### config.mk
export PLATFORM = sky130hd
export DESIGN_NAME = reorder_buffer
export DESIGN_NICKNAME = d
export VERILOG_FILES = /design/src/rtl/reorder_buffer.sv
export SDC_FILE = /design/constraint.sdc
export NUM_CORES = 1
export LEC_CHECK = 0
export BUFFER_PORTS_ARGS = -buffer_cell sky130_fd_sc_hd__buf_2
export CAP_MARGIN = 0
export CELL_PAD_IN_SITES_DETAIL_PLACEMENT = 0
export CELL_PAD_IN_SITES_GLOBAL_PLACEMENT = 1
export CORE_AREA = 2 2 178 180
export DETAILED_ROUTE_END_ITERATION = 10
export DIE_AREA = 0 0 180 182
export PLACE_DENSITY_LB_ADDON = 0.1
export SETUP_SLACK_MARGIN = 0.2
export SKIP_LAST_GASP = 1
export SYNTH_ARGS = -nofsm -noshare
export SYNTH_HDL_FRONTEND = slang
export SYNTH_SLANG_ARGS = --single-unit
### constraint.sdc
create_clock -name i_clk -period 8.8 [get_ports i_clk]
set_input_delay 0.88 -clock i_clk [delete_from_list [all_inputs] [get_ports i_clk]]
set_output_delay 0.88 -clock i_clk [all_outputs]
set_load 0.005 [all_outputs]
### src/rtl/reorder_buffer.sv
// Circular reorder buffer: up to 4-wide dispatch, 2 writeback ports, in-order
// commit of up to 4 entries per cycle with compacted stale-register release.

module rob_entry #(
    parameter int PBITS = 6
) (
    input  logic             i_clk,
    input  logic             i_rst,
    input  logic             i_flush,
    input  logic             i_alloc,
    input  logic             i_has_rd,
    input  logic [PBITS-1:0] i_old_p,
    input  logic             i_wb,
    input  logic             i_retire,
    output logic             o_valid,
    output logic             o_done,
    output logic             o_has_rd,
    output logic [PBITS-1:0] o_old_p
);

    // Allocation and retirement target disjoint regions, so their order is moot;
    // retirement must beat writeback so a retiring entry does not stay done.
    always_ff @(posedge i_clk) begin
        if (i_rst) begin
            o_valid  <= 1'b0;
            o_done   <= 1'b0;
            o_has_rd <= 1'b0;
            o_old_p  <= '0;
        end else if (i_flush) begin
            o_valid <= 1'b0;
            o_done  <= 1'b0;
        end else if (i_alloc) begin
            o_valid  <= 1'b1;
            o_done   <= 1'b0;
            o_has_rd <= i_has_rd;
            o_old_p  <= i_old_p;
        end else if (i_retire) begin
            o_valid <= 1'b0;
            o_done  <= 1'b0;
        end else if (i_wb && o_valid) begin
            o_done <= 1'b1;
        end
    end

endmodule

module reorder_buffer #(
    parameter int DEPTH = 16,
    parameter int PBITS = 6,
    parameter int IBITS = $clog2(DEPTH)
) (
    input  logic             i_clk,
    input  logic             i_rst,
    input  logic [2:0]       i_disp_count,
    input  logic             i_disp_has_rd0,
    input  logic             i_disp_has_rd1,
    input  logic             i_disp_has_rd2,
    input  logic             i_disp_has_rd3,
    input  logic [PBITS-1:0] i_disp_old_p0,
    input  logic [PBITS-1:0] i_disp_old_p1,
    input  logic [PBITS-1:0] i_disp_old_p2,
    input  logic [PBITS-1:0] i_disp_old_p3,
    input  logic             i_wb_valid0,
    input  logic             i_wb_valid1,
    input  logic [IBITS-1:0] i_wb_idx0,
    input  logic [IBITS-1:0] i_wb_idx1,
    input  logic             i_flush,
    output logic [IBITS-1:0] o_tail,
    output logic [IBITS:0]   o_free_count,
    output logic [PBITS-1:0] o_ret_p0,
    output logic [PBITS-1:0] o_ret_p1,
    output logic [PBITS-1:0] o_ret_p2,
    output logic [PBITS-1:0] o_ret_p3,
    output logic [2:0]       o_ret_count,
    output logic [2:0]       o_commit_count
);

    localparam int LANES = 4;

    logic [IBITS-1:0]                  head, tail;
    logic [IBITS:0]                    count, count_next;
    logic [DEPTH-1:0]                  ent_valid, ent_done, ent_has_rd;
    logic [DEPTH-1:0][PBITS-1:0]       ent_old_p;
    logic [LANES-1:0]                  disp_has_rd;
    logic [LANES-1:0][PBITS-1:0]       disp_old_p;
    logic                              disp_ok;
    logic [2:0]                        disp_n, commit_n, ret_n;
    logic [LANES-1:0][PBITS-1:0]       ret_p;
    logic [LANES-1:0][PBITS-1:0]       ret_p_q;
    logic [2:0]                        ret_n_q, commit_n_q;
    logic                              run;
    logic [IBITS-1:0]                  cidx, ridx;

    assign disp_has_rd = {i_disp_has_rd3, i_disp_has_rd2, i_disp_has_rd1, i_disp_has_rd0};
    assign disp_old_p  = {i_disp_old_p3, i_disp_old_p2, i_disp_old_p1, i_disp_old_p0};

    assign o_free_count = (IBITS+1)'(DEPTH) - count;

    // Whole group or nothing, checked against pre-commit free space.
    assign disp_ok = (i_disp_count <= 3'd4) && ((IBITS+1)'(i_disp_count) <= o_free_count);
    assign disp_n  = disp_ok ? i_disp_count : 3'd0;

    always_comb begin
        commit_n = 3'd0;
        run      = 1'b1;
        cidx     = '0;
        for (int k = 0; k < LANES; k++) begin
            cidx = head + IBITS'(k);
            if (run && ent_valid[cidx] && ent_done[cidx] && ((IBITS+1)'(k) < count))
                commit_n = commit_n + 3'd1;
            else
                run = 1'b0;
        end
    end

    // Pack released registers in program order; unused lanes stay zero.
    always_comb begin
        ret_p = '0;
        ret_n = 3'd0;
        ridx  = '0;
        for (int k = 0; k < LANES; k++) begin
            ridx = head + IBITS'(k);
            if ((3'(k) < commit_n) && ent_has_rd[ridx]) begin
                ret_p[ret_n[1:0]] = ent_old_p[ridx];
                ret_n = ret_n + 3'd1;
            end
        end
    end

    assign count_next = count + (IBITS+1)'(disp_n) - (IBITS+1)'(commit_n);

    always_ff @(posedge i_clk) begin
        if (i_rst || i_flush) begin
            head       <= '0;
            tail       <= '0;
            count      <= '0;
            ret_p_q    <= '0;
            ret_n_q    <= 3'd0;
            commit_n_q <= 3'd0;
        end else begin
            head       <= head + IBITS'(commit_n);
            tail       <= tail + IBITS'(disp_n);
            count      <= count_next;
            ret_p_q    <= ret_p;
            ret_n_q    <= ret_n;
            commit_n_q <= commit_n;
        end
    end

    for (genvar e = 0; e < DEPTH; e++) begin : g_ent
        logic [IBITS-1:0] toff, hoff;
        logic             alloc, retire, wb_hit;

        // Offsets from tail/head tell each entry which dispatch slot or retire lane it is.
        assign toff   = IBITS'(e) - tail;
        assign hoff   = IBITS'(e) - head;
        assign alloc  = {1'b0, toff} < (IBITS+1)'(disp_n);
        assign retire = {1'b0, hoff} < (IBITS+1)'(commit_n);
        assign wb_hit = (i_wb_valid0 && (i_wb_idx0 == IBITS'(e))) ||
                        (i_wb_valid1 && (i_wb_idx1 == IBITS'(e)));

        rob_entry #(.PBITS(PBITS)) u_ent (
            .i_clk    (i_clk),
            .i_rst    (i_rst),
            .i_flush  (i_flush),
            .i_alloc  (alloc),
            .i_has_rd (disp_has_rd[toff[1:0]]),
            .i_old_p  (disp_old_p[toff[1:0]]),
            .i_wb     (wb_hit),
            .i_retire (retire),
            .o_valid  (ent_valid[e]),
            .o_done   (ent_done[e]),
            .o_has_rd (ent_has_rd[e]),
            .o_old_p  (ent_old_p[e])
        );
    end

    assign o_tail         = tail;
    assign o_ret_p0       = ret_p_q[0];
    assign o_ret_p1       = ret_p_q[1];
    assign o_ret_p2       = ret_p_q[2];
    assign o_ret_p3       = ret_p_q[3];
    assign o_ret_count    = ret_n_q;
    assign o_commit_count = commit_n_q;

endmodule

==> results of run 1 <==
state kept, by name, summed over array words and instances, names as in the netlist, 4 cells and up:
register and cells:
g_ent.u_ent.o_old_p 96, g_ent.u_ent.o_done 16, g_ent.u_ent.o_has_rd 16, g_ent.u_ent.o_valid 16, o_ret_p0 6, o_ret_p1 6, o_ret_p2 6, o_ret_p3 6
count 5, head 4, o_tail 4
cell usage after synthesis (all sizes together), types with 6 or more instances:
cell	number	area, µm²
nand2	123	464
nor2b	11	68.8
o22ai	18	113
and3	12	85.1
fa	6	120
nand3b	8	60.1
or3	7	43.8
mux4	154	3470
a211o	6	52.6
dfxtp	187	3740
or2	6	37.5
a32o	17	170
nor2	164	618
and2	20	125
buf	38	210
nand3	20	100
o221ai	6	58.8
a211oi	9	80.1
mux2i	129	1290
o21ai	13	65.1
nand4	28	175
a21o	12	90.1
inv	51	196
xor2	15	131
xnor2	20	175
ha	68	851
clkbuf	49	184
a21oi	59	299
nor3	13	65.1
nand2b	16	100
worst min-delay path: stages (launching register included):
cell,delay [ns]
dfxtp_1,0.33
nand2_1,0.06
a21oi_1,0.05
routing by layer:
layer	up-vias	GRT usage [%]
met3	49	6.34
met1	5561	39.7
met2	507	41.1
li1	5089	-
met5	-	0
met4	0	7.32
metrics by stage:
stage               instances  area [µm²]  utilization (%)  hold WS [ns]
CTS                      1796       15100             48.7         0.475
global placement         1764       14500             46.9         0.461
floorplan                1340       13700                -         0.446
global route             1796       15100             48.7         0.500
finish                   1797       15100             48.7         0.476
detailed placement       1764       14500             46.9         0.465
layout make-up:
cell class	instances	area share, %
Antenna cell	1	0.0166
Clock inverter	9	0.588
Clock buffer	23	3.10
Timing Repair Buffer	109	4.08
Multi-Input combinational cell	1015	62.7
Inverter	51	1.30
Sequential cell	187	24.8
Tap cell	402	3.33
logic make-up (layout without fill, tap and decap cells):
logic type / Yosys count / in the layout / share of synthesized area [%]
other: 0 / 1 / 0
adder cells (fa/ha/maj): 74 / 74 / 7.06
XOR/XNOR: 35 / 35 / 2.23
flip-flops: 187 / 187 / 27.2
buffers and inverters: 138 / 192 / 4.30
AND/OR/NAND/NOR: 448 / 448 / 15.5
AO/OA/AOI/OAI: 172 / 172 / 8.75
multiplexers: 286 / 286 / 34.9
power by group through the flow:
stage               sequential (W)  clock, W  combinational [W]
detailed placement         0.00105         0           0.000861
CTS                        0.00103  0.000780           0.000865
finish                     0.00104  0.000768           0.000867
floorplan                  0.00101         0           0.000612
global route               0.00105  0.000810           0.000949
global placement           0.00105         0           0.000857
final timing paths:
kind                      startpoint  slack (ns)                 endpoint  cells past startpoint
min reg2reg  g_ent[13].u_ent.o_valid        0.48  g_ent[13].u_ent.o_valid                      2
max reg2reg                  head[1]        1.73              o_ret_p1[3]                     22
min          g_ent[13].u_ent.o_valid        0.48  g_ent[13].u_ent.o_valid                      2
max                          head[1]        1.73              o_ret_p1[3]                     22
==> impl_metrics.yaml, run 1 <==
setup_path:
  crit_family: "simple AND/OR/NAND/NOR gates"
  path_max_fanout: 43
  cp.arrival_ns: 7.43
  cp-end-kind: "flop"
  cp.required_ns: 9.16
  start_kind: "flop"
  crit_path_max_incr_delay_ns: 0.75
  cp_common_cell: "ha_1"
  crit_slowest_cell: "dfxtp_4"
  worstPathCellList: "ha_1, xor2_4, inv_1, mux4_2, mux4_2, nor3_1, ha_1, a21boi_0, o41ai_1, nor4_4, xnor2_1, ha_1, nor4_1, o211ai_1, and2_1, ha_1, xnor2_1, inv_1, ha_1, and2_1, a2111o_2, o221ai_1"
  path_buf_inv: 2
  crit_type: "reg -> reg"
cts:
  root_buffer: "clkbuf_16"
  htree_levels: 4
  tritoncts: "done"
  cts.sinks: 187
  clkTransAtPathRegs_ns: 0.07
  cts_buffers: 17
  hold_buffers: 0
  cts_setup_buffers: 0
  ctsResizeCount: 0
  clock_latency_ns: 0.46
  clock_path_buffers: 2
routing:
  drt-wirelength-per-cell_um: 24.5
  num_vias: 11206
  top_layer: "met4"
  wl_um: 44000
  drt-vias-per-instance: 6.24
  drtIter0Drc: 1126
  postRouteAntennaNets: 0
  drc: 0
  dr_wl_met2_um: 19300
  wl_met3_um: 3850
  drt_first_pass_iters: 5
  wl_met1_um: 20100
finish:
  multiInputGateArea_um2: 9470
  seqCellArea_um2: 3750
  drive_above_1_share_pct: 23.8
  area_growth_pct: 9.83
  final_nets: 1499
  final_common_cell: "dfxtp_1"
  mostFrequentLayoutCells: "184 x dfxtp_1, 156 x nor2_1, 153 x mux4_2, 129 x mux2i_1, 122 x nand2_1"
  n_fill_cell: 2941
floorplanning:
  fp.dieW_um: 180
  dieArea_um2: 32800
  ioPinCount: 83
  die_h_um: 182
  row_count: 65
  core_area_um2: 31000
  start_util_pct: 44.4
global_routing:
  track_usage_pct: 27.4
  grt_start_max_net_pins: 100
  overflow: 0
  grt_pass1_wl_um: 67500
  antenna_found_initial: 1
  first_global_vias: 10745
worst_hold_path:
  hp-class: "reg -> reg"
yosys:
  ys_warn_count: 0
  synth_nets: 1458
  synthCells: 1340
  synthesis.area_um2: 13700
  yosysUniqueCellTypes: 71
  synth_edf_count: 0
  async_flop_share_pct: 0
  syn_area_per_cell_um2: 10.3
  ys_ff_latch: 187
  yosysSeqAreaShare_pct: 27.2
  synth-main-ff-cell: "dfxtp_1"
sta:
  rsz0062_at_grt: "false"
  finalCritPeriodShare_pct: 80.3
  slew_violations: 0
  worstMarginPinSlew_ns: 1.15
  setup_ws_ns: 1.73
  hold_viol_final: 0
  fin_tns_setup_ns: 0
  fmax_ghz: 0.141
  setup_violations: 0
  fin_crit_ns: 7.07
  relSlewSlack_pct: 22.7
  finalClockSkew_ns: 0.0133
placed_design:
  gp_congestion: 0.899
  pre_cts_slack_ns: 1.77
  hpwlAfterDp_um: 31600
  portBuffers: 82
pwr:
  pwr-share-comb_pct: 32.5
  p_switching_w: 0.000957
  finalPower_w: 0.00267
  sw_frac_of_total_pct: 35.8
  power.internal_w: 0.00171
  seqPwrFrac_pct: 38.8
  clockPowerShare_pct: 28.8
  leakage_nw: 5.45
  vdd_drop_max_v: 0.000123
  powerDensity_nw_per_um2: 177
job:
  maxCapViolCount: 0
status:
  outcome: "finished, final reports clean"
Note: power is estimated with default switching activity, not from simulation.
==> run 2, diff against run 1 <==
- clock period: 8.8 -> 5.85 ns (I/O delays scaled with it)
==> run 2 against run 1 <==
Net effect: hold slack worse by 0.00064 ns; wire length is 0.48% lower; non-clock buffer count is 20 higher; sequential power is 48% higher; clock power is 51% higher; die area stayed put; sequential share of layout area is 0.44 points lower; worst setup slack worse by 1.3 ns; largest power group unchanged; flip-flop and latch count stayed put; first-iteration DRC count is 9.7% lower; via count is 0.36% higher; critical path type unchanged; global-route usage is 0.56 points lower.
==> impl_metrics.yaml, run 2 (synthesized netlist as in run 1, its figures left out) <==
finish:
  mostFrequentLayoutCells: "183 x dfxtp_1, 155 x nor2_1, 153 x mux4_2, 129 x mux2i_1, 122 x nand2_1"
  regMostFlops: "g_ent.u_ent.o_old_p"
  antenna_cells: 0
  multiInputGateArea_um2: 9590
  final_nets: 1519
  drive_above_1_share_pct: 26.4
  largest_reg_flops: 96
  n_fill_cell: 2874
  area_growth_pct: 11.8
  seqCellArea_um2: 3750
  postLayoutCellArea_um2: 15400
  final_common_cell: "dfxtp_1"
pwr:
  powerDensity_nw_per_um2: 262
  finalPower_w: 0.00402
  vdd_drop_max_v: 0.000215
  leakage_nw: 5.54
global_routing:
  first_global_vias: 10475
  grt_pass1_wl_um: 66500
  antenna_found_initial: 2
  overflow: 0
  track_usage_pct: 26.8
  grt_start_max_net_pins: 77
  grt.busiest_layer: "met2"
  use_met2_pct: 40.1
  use_met1_pct: 39.0
  use_met3_pct: 6.22
routing:
  drtIter0Drc: 1017
  wl_um: 43700
  drt_first_pass_iters: 5
  drc: 0
  drt-vias-per-instance: 6.20
  num_vias: 11246
  drt-wirelength-per-cell_um: 24.1
  postRouteAntennaNets: 0
worst_hold_path:
  hold_depth: 2
  hold_end: "g_ent[11].u_ent.o_valid"
  hp-class: "reg -> reg"
  min-delay-start: "g_ent[11].u_ent.o_valid"
placed_design:
  hpwlAfterDp_um: 31300
  placedInstanceArea_um2: 14800
  portBuffers: 82
  gp_congestion: 0.886
setup_path:
  cp-end-kind: "flop"
  path_max_fanout: 9
  regToRegSetupSlack_ns: 0.44
  cp.required_ns: 6.19
  crit_type: "reg -> reg"
  start_kind: "flop"
  r2r_start: "head[1]"
  r2r_end: "o_ret_p1[4]"
  r2r_cells: 22
  cp.arrival_ns: 5.76
sta:
  slew_violations: 0
  rsz0062_at_grt: "false"
  hold_viol_final: 0
  fmax_ghz: 0.185
  fin_crit_ns: 5.41
  worstMarginPinSlew_ns: 1.11
  relSlewSlack_pct: 25.5
  finalCritPeriodShare_pct: 92.6
  finalClockSkew_ns: 0.0139
  setup_violations: 0
floorplanning:
  ioPinCount: 83
  dieArea_um2: 32800
  start_util_pct: 44.4
  row_count: 65
  die_h_um: 182
  fp.dieW_um: 180
  core_area_um2: 31000
cts:
  tritoncts: "done"
  cts_buffers: 17
  cts.sinks: 187
  root_buffer: "clkbuf_16"
  clock_path_buffers: 2
  clkTransAtPathRegs_ns: 0.08
  htree_levels: 4
  clock_latency_ns: 0.44
status:
  outcome: "finished, final reports clean"
job:
  maxCapViolCount: 0
run 2: cell count changes in the layout (fill, tap and decap cells not counted), moves of 2 or more:
cell / previous run / this run
a21boi_0: 4 / 2
buf_4: 28 / 48
clkbuf_1: 4 / 1
clkbuf_8: 2 / 0
clkinv_2: 2 / 0
ha_1: 67 / 60
ha_2: 1 / 6
ha_4: 0 / 2
inv_1: 49 / 46
inv_2: 0 / 2
inv_6: 1 / 5
nor3_1: 13 / 11
nor3_2: 0 / 2
run 2: worst max-delay path by stage:
stage | start | end | depth (start not counted)
after floorplan | head[1] | count[4] | 26
after global placement | head[1] | count[4] | 22
after detailed placement | head[1] | o_ret_p1[4] | 22
after CTS | head[1] | o_ret_p1[4] | 22
after global routing | head[1] | o_ret_p1[4] | 24
final | head[1] | o_ret_p1[4] | 22
run 2: worst max-delay path, stage by stage, from the launching register on:
cell and delay, ns:
dfxtp_4 0.43, ha_2 0.25, xor2_4 0.19, inv_2 0.08
mux4_2 0.28, mux4_2 0.48, nor3_2 0.16, ha_2 0.19
a21boi_4 0.18, o41ai_4 0.11, nor4_4 0.32, xnor2_1 0.16
ha_2 0.31, nor4_1 0.19, o211ai_1 0.16, and2_1 0.19
ha_2 0.33, xnor2_4 0.21, inv_2 0.09, ha_4 0.16
and2_1 0.20, a2111o_2 0.43, o221ai_1 0.23
run 2: timing repair:
| item | CTS | global route |
|---|---|---|
| gates resized for setup | 0 | 5 |
| buffers inserted | 0 | 3 |
| setup endpoints to repair | 0 | 17 |
| hold buffers | 0 | 0 |
run 2: area by class of cell:
class	count	share of cell area, %
Tap cell	402	3.27
Timing Repair Buffer	129	4.98
Sequential cell	187	24.4
Inverter	51	1.30
Clock buffer	18	2.79
Clock inverter	13	0.871
Multi-Input combinational cell	1015	62.4
run 2: routing by layer:
metal | part of all wire (%) | vias to the layer above
li1 | - | 5129
met1 | 46 | 5569
met2 | 44 | 491
met3 | 7.8 | 53
met4 | 1.7 | 4
met5 | 0.20 | -
run 2: stage by stage:
stage               setup WS, ns  hold WS [ns]  instances  utilization (%)  TNS (ns)
floorplan                 -0.159         0.446       1340                -     -1.13
finish                     0.435         0.476       1815             49.6         0
detailed placement         0.324         0.466       1781             47.7         0
global route               0.195         0.502       1815             49.6         0
global placement           0.450         0.459       1781             47.7         0
CTS                        0.280         0.477       1812             49.5         0
run 2: power by group:
group          leakage (nW)  internal (W)  total, W  switching (W)
registers              1.52       0.00139   0.00154       0.000153
logic                  3.76      0.000577   0.00132       0.000739
clock network         0.266      0.000597   0.00116       0.000565
==> run 3, diff against run 2 <==
- REMOVE_ABC_BUFFERS: default -> 1
==> run 3 against run 2 <==
Net effect: count of clock-buffer cells in the layout is 2 higher; design area is 1.3% higher; register-to-register slack got worse by 0.03 ns; largest power group unchanged; highest routed layer is now met4; combinational power about the same; sequential share of layout area fell by 0.31 points; via count is 0.84% higher.
==> impl_metrics.yaml, run 3 (synthesized netlist as in run 1, its figures left out) <==
placed_design:
  portBuffers: 82
  gp_congestion: 0.884
  hpwlAfterDp_um: 31300
  placed_cells: 1805
status:
  outcome: "finished, final reports clean"
pwr:
  leakage_nw: 5.72
  powerDensity_nw_per_um2: 263
  vdd_drop_max_v: 0.000195
global_routing:
  antenna_found_initial: 1
  use_met2_pct: 43.0
  use_met3_pct: 5.29
  grt_start_max_net_pins: 71
  grt_pass1_wl_um: 67800
  track_usage_pct: 27.4
  use_met1_pct: 38.7
  first_global_vias: 10805
  overflow: 0
  grt.busiest_layer: "met2"
finish:
  antenna_cells: 0
  drive_above_1_share_pct: 27.1
  regMostFlops: "g_ent.u_ent.o_old_p"
  largest_reg_flops: 96
  final_common_cell: "dfxtp_1"
  final_nets: 1543
  fin_cells: 1840
  n_fill_cell: 2885
  area_growth_pct: 13.2
  mostFrequentLayoutCells: "183 x dfxtp_1, 155 x nor2_1, 153 x mux4_2, 129 x mux2i_1, 122 x nand2_1"
sta:
  fin_crit_ns: 5.44
  holdWs_ns: 0.477
  rsz0062_at_grt: "true"
  finalClockSkew_ns: 0.0149
  worstMarginPinSlew_ns: 1.02
  hold_viol_final: 0
  slew_violations: 0
  finalCritPeriodShare_pct: 93.0
  relSlewSlack_pct: 31.9
  setup_violations: 0
  fmax_ghz: 0.184
setup_path:
  start_kind: "flop"
  cp.required_ns: 6.21
  path_max_fanout: 6
  crit_type: "reg -> reg"
  cp.arrival_ns: 5.80
  cp-end-kind: "flop"
cts:
  cts.sinks: 187
  hold_buffers: 0
  clock_path_buffers: 2
  clkTransAtPathRegs_ns: 0.07
  tritoncts: "done"
  htree_levels: 4
  clock_latency_ns: 0.46
  cts_buffers: 17
  root_buffer: "clkbuf_16"
job:
  maxCapViolCount: 0
routing:
  wl_um: 44100
  drt_first_pass_iters: 5
  num_vias: 11341
  drt-wirelength-per-cell_um: 24.0
  drtIter0Drc: 892
  drc: 0
  drt-vias-per-instance: 6.16
  postRouteAntennaNets: 0
floorplanning:
  core_area_um2: 31000
  row_count: 65
  ioPinCount: 83
  dieArea_um2: 32800
  start_util_pct: 44.4
  fp.dieW_um: 180
  die_h_um: 182
worst_hold_path:
  hp-class: "reg -> reg"
[run 3: worst max-delay path, stage by stage, from the launching register on]
cell	delay, ns
dfxtp_4	0.39
ha_4	0.18
xor2_4	0.19
inv_2	0.09
mux4_2	0.29
mux4_2	0.51
nor3_4	0.20
ha_1	0.16
a21boi_2	0.17
o41ai_2	0.12
nor4_4	0.30
xnor2_1	0.10
ha_2	0.37
nor4_2	0.05
o211ai_1	0.24
and2_1	0.18
inv_1	0.05
ha_1	0.20
and2_1	0.14
or2_2	0.31
ha_1	0.21
and2_1	0.15
a2111o_2	0.51
o221ai_1	0.23
[run 3: timing repair]
action | 4_1_cts | 5_1_grt
gates resized for setup | 4 | 14
endpoints found under the setup margin | 6 | 25
cloned | 0 | 1
setup buffers | 0 | 2
pin swaps | 0 | 4
[run 3: area by class of cell]
type,count,area (µm²),area share [%]
tap,402,503,3.23
clock buffer,20,467,3.00
sequential,187,3750,24.1
clock inverter,12,134,0.860
multi-input combinational,1015,9530,61.2
timing repair buffer,153,983,6.32
inverter,51,196,1.26
[run 3: worst paths after layout]
path | from | to | slack [ns] | depth (start not counted)
worst min-delay path | g_ent[13].u_ent.o_valid | g_ent[13].u_ent.o_valid | 0.48 | 2
worst max-delay path | head[0] | o_ret_p1[5] | 0.41 | 23
worst max register to register | head[0] | o_ret_p1[5] | 0.41 | 23
worst min register to register | g_ent[13].u_ent.o_valid | g_ent[13].u_ent.o_valid | 0.48 | 2
[run 3: metrics by stage]
| stage | setup WS [ns] | total power (W) | util (%) | cell area [µm²] | setup TNS, ns |
|---|---|---|---|---|---|
| finish | 0.410 | 0.00409 | 50.3 | 15600 | 0 |
| global route | 0.139 | 0.00430 | 50.3 | 15600 | 0 |
| CTS | 0.213 | 0.00411 | 49.9 | 15500 | 0 |
| detailed placement | 0.116 | 0.00287 | 47.9 | 14900 | 0 |
| global placement | 0.278 | 0.00285 | 47.9 | 14900 | 0 |
| floorplan | -6.17 | 0.00241 | - | 13400 | -389.88 |
[run 3: routing by layer]
layer,routed length (µm),share of wire (%)
met1,19900,45
met4,819,1.9
met2,20300,46
met5,0,0
met3,3080,7.0
[run 3: power breakdown]
group / internal, W / switching, W / leakage, nW
combinational: 0.000585 / 0.000737 / 3.90
sequential: 0.00139 / 0.000150 / 1.52
clock: 0.000670 / 0.000563 / 0.299
